$ cat src/rtl/sram_port_pkg.sv
// Shared constants and request bundle for the OpenRAM 1RW port controller.
package sram_port_pkg;

    localparam int SRAM_DATA_WIDTH = 2;
    localparam int SRAM_ADDR_WIDTH = 4;
    localparam int READ_LAT        = 2;

    typedef struct packed {
        logic                       we;
        logic [SRAM_ADDR_WIDTH-1:0] addr;
        logic [SRAM_DATA_WIDTH-1:0] wdata;
    } sram_req_t;

endpackage

$ cat src/rtl/sram_port_rsp_fifo.sv
// In-order read-response buffer between the macro capture point and the consumer.
module sram_port_rsp_fifo #(
    parameter  int DEPTH = 4,
    parameter  int WIDTH = 2,
    localparam int PW    = $clog2(DEPTH),
    localparam int CW    = $clog2(DEPTH + 1)
) (
    input  logic             clk,
    input  logic             rst_n,
    input  logic             push,
    input  logic [WIDTH-1:0] wdata,
    input  logic             pop,
    output logic [WIDTH-1:0] rdata,
    output logic [CW-1:0]    count
);

    localparam logic [PW-1:0] LAST = PW'(DEPTH - 1);

    logic [WIDTH-1:0] mem [DEPTH];
    logic [PW-1:0]    wr_ptr;
    logic [PW-1:0]    rd_ptr;
    logic             pop_ok;

    function automatic logic [PW-1:0] nxt(input logic [PW-1:0] p);
        return (p == LAST) ? '0 : p + 1'b1;
    endfunction

    assign pop_ok = pop & (count != '0);
    assign rdata  = mem[rd_ptr];

    always_ff @(posedge clk or negedge rst_n) begin
        if (!rst_n) begin
            mem    <= '{default: '0};
            wr_ptr <= '0;
            rd_ptr <= '0;
            count  <= '0;
        end else begin
            if (push) begin
                mem[wr_ptr] <= wdata;
                wr_ptr      <= nxt(wr_ptr);
            end
            if (pop_ok) begin
                rd_ptr <= nxt(rd_ptr);
            end
            count <= count + CW'(push) - CW'(pop_ok);
        end
    end

    // Credit gating upstream makes this unreachable.
    a_no_overflow: assert property (
        @(posedge clk) disable iff (!rst_n) !(push && count == CW'(DEPTH))
    );

endmodule

$ cat src/rtl/sram_port_ctrl.sv
// Initiator-side controller for a single 1RW OpenRAM macro port with
// credit-based back-pressure and in-order read responses.
module sram_port_ctrl
    import sram_port_pkg::*;
#(
    parameter int DATA_WIDTH = SRAM_DATA_WIDTH,
    parameter int ADDR_WIDTH = SRAM_ADDR_WIDTH,
    parameter int RSP_DEPTH  = 4
) (
    input  logic                  clk0,
    input  logic                  rstb0,
    input  logic                  req_valid,
    output logic                  req_ready,
    input  logic                  req_we,
    input  logic [ADDR_WIDTH-1:0] req_addr,
    input  logic [DATA_WIDTH-1:0] req_wdata,
    output logic                  rsp_valid,
    input  logic                  rsp_ready,
    output logic [DATA_WIDTH-1:0] rsp_rdata,
    output logic                  sram_csb0,
    output logic                  sram_web0,
    output logic [ADDR_WIDTH-1:0] sram_addr0,
    output logic [DATA_WIDTH-1:0] sram_din0,
    input  logic [DATA_WIDTH-1:0] sram_dout0
);

    localparam int CW = $clog2(RSP_DEPTH + 1);
    localparam int UW = CW + 1;
    localparam int IW = $clog2(READ_LAT + 1);

    logic                accept;
    logic [READ_LAT-1:0] rd_pipe;
    logic [IW-1:0]       inflight;
    logic [CW-1:0]       fifo_count;
    logic [UW-1:0]       used;

    always_comb begin
        inflight = '0;
        for (int i = 0; i < READ_LAT; i++) begin
            inflight = inflight + IW'(rd_pipe[i]);
        end
    end

    // Every outstanding read owns a FIFO slot from accept until it is popped.
    assign used      = UW'(fifo_count) + UW'(inflight);
    assign req_ready = rstb0 & (used < UW'(RSP_DEPTH));
    assign accept    = req_valid & req_ready;
    assign rsp_valid = (fifo_count != '0);

    always_ff @(posedge clk0 or negedge rstb0) begin
        if (!rstb0) begin
            sram_csb0  <= 1'b1;
            sram_web0  <= 1'b1;
            sram_addr0 <= '0;
            sram_din0  <= '0;
            rd_pipe    <= '0;
        end else begin
            rd_pipe <= {rd_pipe[READ_LAT-2:0], accept & ~req_we};
            if (accept) begin
                sram_csb0  <= 1'b0;
                sram_web0  <= ~req_we;
                sram_addr0 <= req_addr;
                if (req_we) begin
                    sram_din0 <= req_wdata;
                end
            end else begin
                sram_csb0 <= 1'b1;
                sram_web0 <= 1'b1;
            end
        end
    end

    sram_port_rsp_fifo #(
        .DEPTH (RSP_DEPTH),
        .WIDTH (DATA_WIDTH)
    ) u_rsp_fifo (
        .clk   (clk0),
        .rst_n (rstb0),
        .push  (rd_pipe[READ_LAT-1]),
        .wdata (sram_dout0),
        .pop   (rsp_ready),
        .rdata (rsp_rdata),
        .count (fifo_count)
    );

endmodule
$ cat config.mk
export PLATFORM = sky130hd
export DESIGN_NAME = sram_port_ctrl
export DESIGN_NICKNAME = d
export VERILOG_FILES = /design/src/rtl/sram_port_pkg.sv /design/src/rtl/sram_port_rsp_fifo.sv /design/src/rtl/sram_port_ctrl.sv
export SDC_FILE = /design/constraint.sdc
export NUM_CORES = 1
export LEC_CHECK = 0
export ABC_AREA = 1
export CORE_MARGIN = 2
export CORE_UTILIZATION = 49
export DETAILED_ROUTE_END_ITERATION = 8
export HOLD_SLACK_MARGIN = 0.06
export PLACE_DENSITY_LB_ADDON = 0.15
export RECOVER_POWER = 50
export SLEW_MARGIN = 15
export SYNTH_ARGS = -nofsm -noshare
export SYNTH_HDL_FRONTEND = slang
export SYNTH_HIERARCHICAL = 1
export SYNTH_SLANG_ARGS = --single-unit
$ cat constraint.sdc
create_clock -name clk0 -period 2.4 [get_ports clk0]
set_input_delay 0.24 -clock clk0 [delete_from_list [all_inputs] [get_ports clk0]]
set_output_delay 0.24 -clock clk0 [all_outputs]
set_load 0.1 [all_outputs]
==> results.md <==
* Std cell rows at 17
* Die W at 53.4 um
* P&R area growth vs syn at 23.3%
* Synth unique cells at 18
* Sink Count at 25
* Slew @ Worst Pin at between 1000 and 1500 ps
* Setup ws final at 264 ps
* Die Ht at around 53 um
* # IOs at 25
* Hold_buf cts at 0
* Post-synth ARST share at 1.00
* DP Area at 1450 um^2
* Routed vias at roughly 930
* Total CTS buffers at 3
* Root buffer cell: clkbuf_4
* Post-route clock period utilization at 0.890
* Post-CTS Setup Bufs at 0
* R2r setup slk at 260 ps
* Post-route cell area at approximately 1500 um^2
* EDFF count, synth at 0
* H-tree depth at 1
* CTS Buffer Depth at 2
* Initial antenna violation count at 0
* CP cell instances: nor2_1 > nand2_1 > nand2_1 > inv_1 > ha_1 > inv_1 > ha_1 > fa_1 > xor2_1 > nand2_1 > nand2_1
* # Max-Cap Violations at 0
* Most instantiated cells after synthesis: 43 x nand2_1, 23 x dfrtp_1, 18 x inv_1, 10 x o21ai_0, 8 x ha_1
* Avg Cell Area, Syn at 9.11 um^2
* Max Clock Skew at approximately 2.4 ps
* Total routed wirelength at 2160 um
* ANT cells at 0
* Seq. cell area at 628 um^2
* DRC at 0
* DP Wirelength at 1630 um
* GRT Util Overall at 0.183
* Final setup fails at 0
* CP arrival at 2360 ps
* Slew HR at 0.118
* Sequential area share after synthesis at 0.526
* Avg WL per Cell at 11.6 um
* Core box area at 2250 um^2
* Via density at approximately 5.0
* Critical path fanouts, max at 7
* Slew Limit Fails at 0
* CTS tree: built
* Iter 0 DRT Violations at 8
* Mapped Cells at 131
* Worst path most repeated cell: nand2_1
* Yosys reg bits at 25
* Initial Util at 0.529
* Post-synth top area cell: dfrtp_1
* Vias in the first global route at roughly 930
* CP max stage delay at 510 ps
* Minimum clock period after layout at 2140 ps
* Layout cells sized above 1 at 0.133
* RSZ-0062 raised after global routing: false
* Clk_lat worst skew at 310 ps
* Mapped cell area at 1190 um^2
* Fin nets at between 150 and 200
* Status: complete, no violations
* Slowest CP cell: dfrtp_1
* Setup_tns at 0 ps
* Post-synth top area share at 0.482
* Top-count cell post-synth: nand2_1
* Die area at 2850 um^2
* Most used DFF post-synth: dfrtp_1
* Final Hold Fails at 0
* Multi-input gate area at 488 um^2
* Synthesized net count at 153
* Clock Pin Slew Worst Setup and Hold Paths at between 100 and 150 ps
* Crit start category: register
* WS Path Type: register to register
* IO Port Bufs at 24
* PostCTS Resize Cnt at 0
* Routability cong. at 0.749
* Fmax at 468 MHz
* Fillers at 206
* Worst reg-to-reg path cell count at 11
* Area contributors post-synth: dfrtp_1 48%, nand2_1 14%, ha_1 8.4%
* Hold path depth at 0
* Type of the worst min-delay path: register to register
* Post-detailed-route count of antenna-violating nets at 0
* Critical Path RT at 2630 ps
* Drt pass-1 iters at 4
* First-pass GRT wire length at 3760 um
* Synth warnings at 6
* Setup WS pre-CTS at ~260 ps
* Worst setup EP type: register
* Largest net degree at the start of global routing at 26
* GRT Residual Overflow at 0
[worst paths after layout]
kind	from	endpoint
max	u_rsp_fifo/count[1]$_DFF_PN0_	u_rsp_fifo/count[2]$_DFF_PN0_
min	rd_pipe[0]$_DFF_PN0_	rd_pipe[1]$_DFF_PN0_
max reg2reg	u_rsp_fifo/count[1]$_DFF_PN0_	u_rsp_fifo/count[2]$_DFF_PN0_
min reg2reg	rd_pipe[0]$_DFF_PN0_	rd_pipe[1]$_DFF_PN0_
max in group asynchronous	rstb0	u_rsp_fifo/mem[0]$_DFFE_PN0P_
min in group asynchronous	rstb0	sram_addr0[1]$_DFFE_PN0P_
[critical path, delay by kind of cell (launching register included)]
family        cells  cell delay (ps)
simple gates      5              430
xor+xnor          1              160
fa+ha+maj         3              850
buf+inv           2               90
flops             1              510
[placed cells by master (no fill, tap or decap)]
master           instances
ha_1                     8
nand3_1                  6
nand4_1                  3
clkbuf_1                 2
clkbuf_4                 3
xor2_1                   1
xnor2_1                  1
nand2_2                  2
nor2_1                   4
a21oi_1                  1
o21ai_0                 10
fa_1                     1
clkdlybuf4s50_1         11
inv_1                   18
nand2_1                 43
dfstp_2                  2
dlygate4sd3_1            1
dfrtp_1                 23
buf_4                   11
o211ai_1                 4
buf_12                   1
nand2_4                  1
a21oi_4                  1
[flip-flops by register name, summed over array words and instances (netlist names)]
name	count
sram_din0	2
u_rsp_fifo/mem	8
sram_web0	1
u_rsp_fifo/wr_ptr	2
sram_csb0	1
sram_addr0	4
u_rsp_fifo/rd_ptr	2
u_rsp_fifo/count	3
rd_pipe	2
[kinds of logic (layout without fill, tap and decap cells)]
kind of cell,after synthesis,count (layout),synth area share
flip-flops,25,25,0.526
XOR/XNOR,2,2,0.0147
AO/OA/AOI/OAI,16,16,0.0849
AND/OR/NAND/NOR,59,59,0.209
adder cells (fa/ha/maj),9,9,0.101
buffers and inverters,20,47,0.0650
[final cells by class]
class                   count  share of cell area
repair buffers             25               0.154
well taps                  28              0.0238
inverters                  18              0.0459
clock buffers               4              0.0179
flip-flops and latches     25               0.427
multi-input cells          86               0.332
[through the flow]
stage / std cells / util / hold slack (ps)
global route: 186 / 0.653 / 419
floorplan: 131 / - / -55.6
CTS: 186 / 0.654 / 402
global placement: 182 / 0.643 / 367
detailed placement: 182 / 0.643 / 371
finish: 186 / 0.653 / 401
[layer usage]
metal / wire length (um) / GRT usage / vias up
met1: 1040 / 0.221 / 439
met4: 25 / 0.0769 / 0
met2: 1020 / 0.317 / 20
met3: 74 / 0.0339 / 4
li1: - / - / 468
met5: 0 / 0 / -
Power is left out: the tool's default activity adds up to more than one toggle a clock period on the data nets, which glitch-free logic cannot reach.
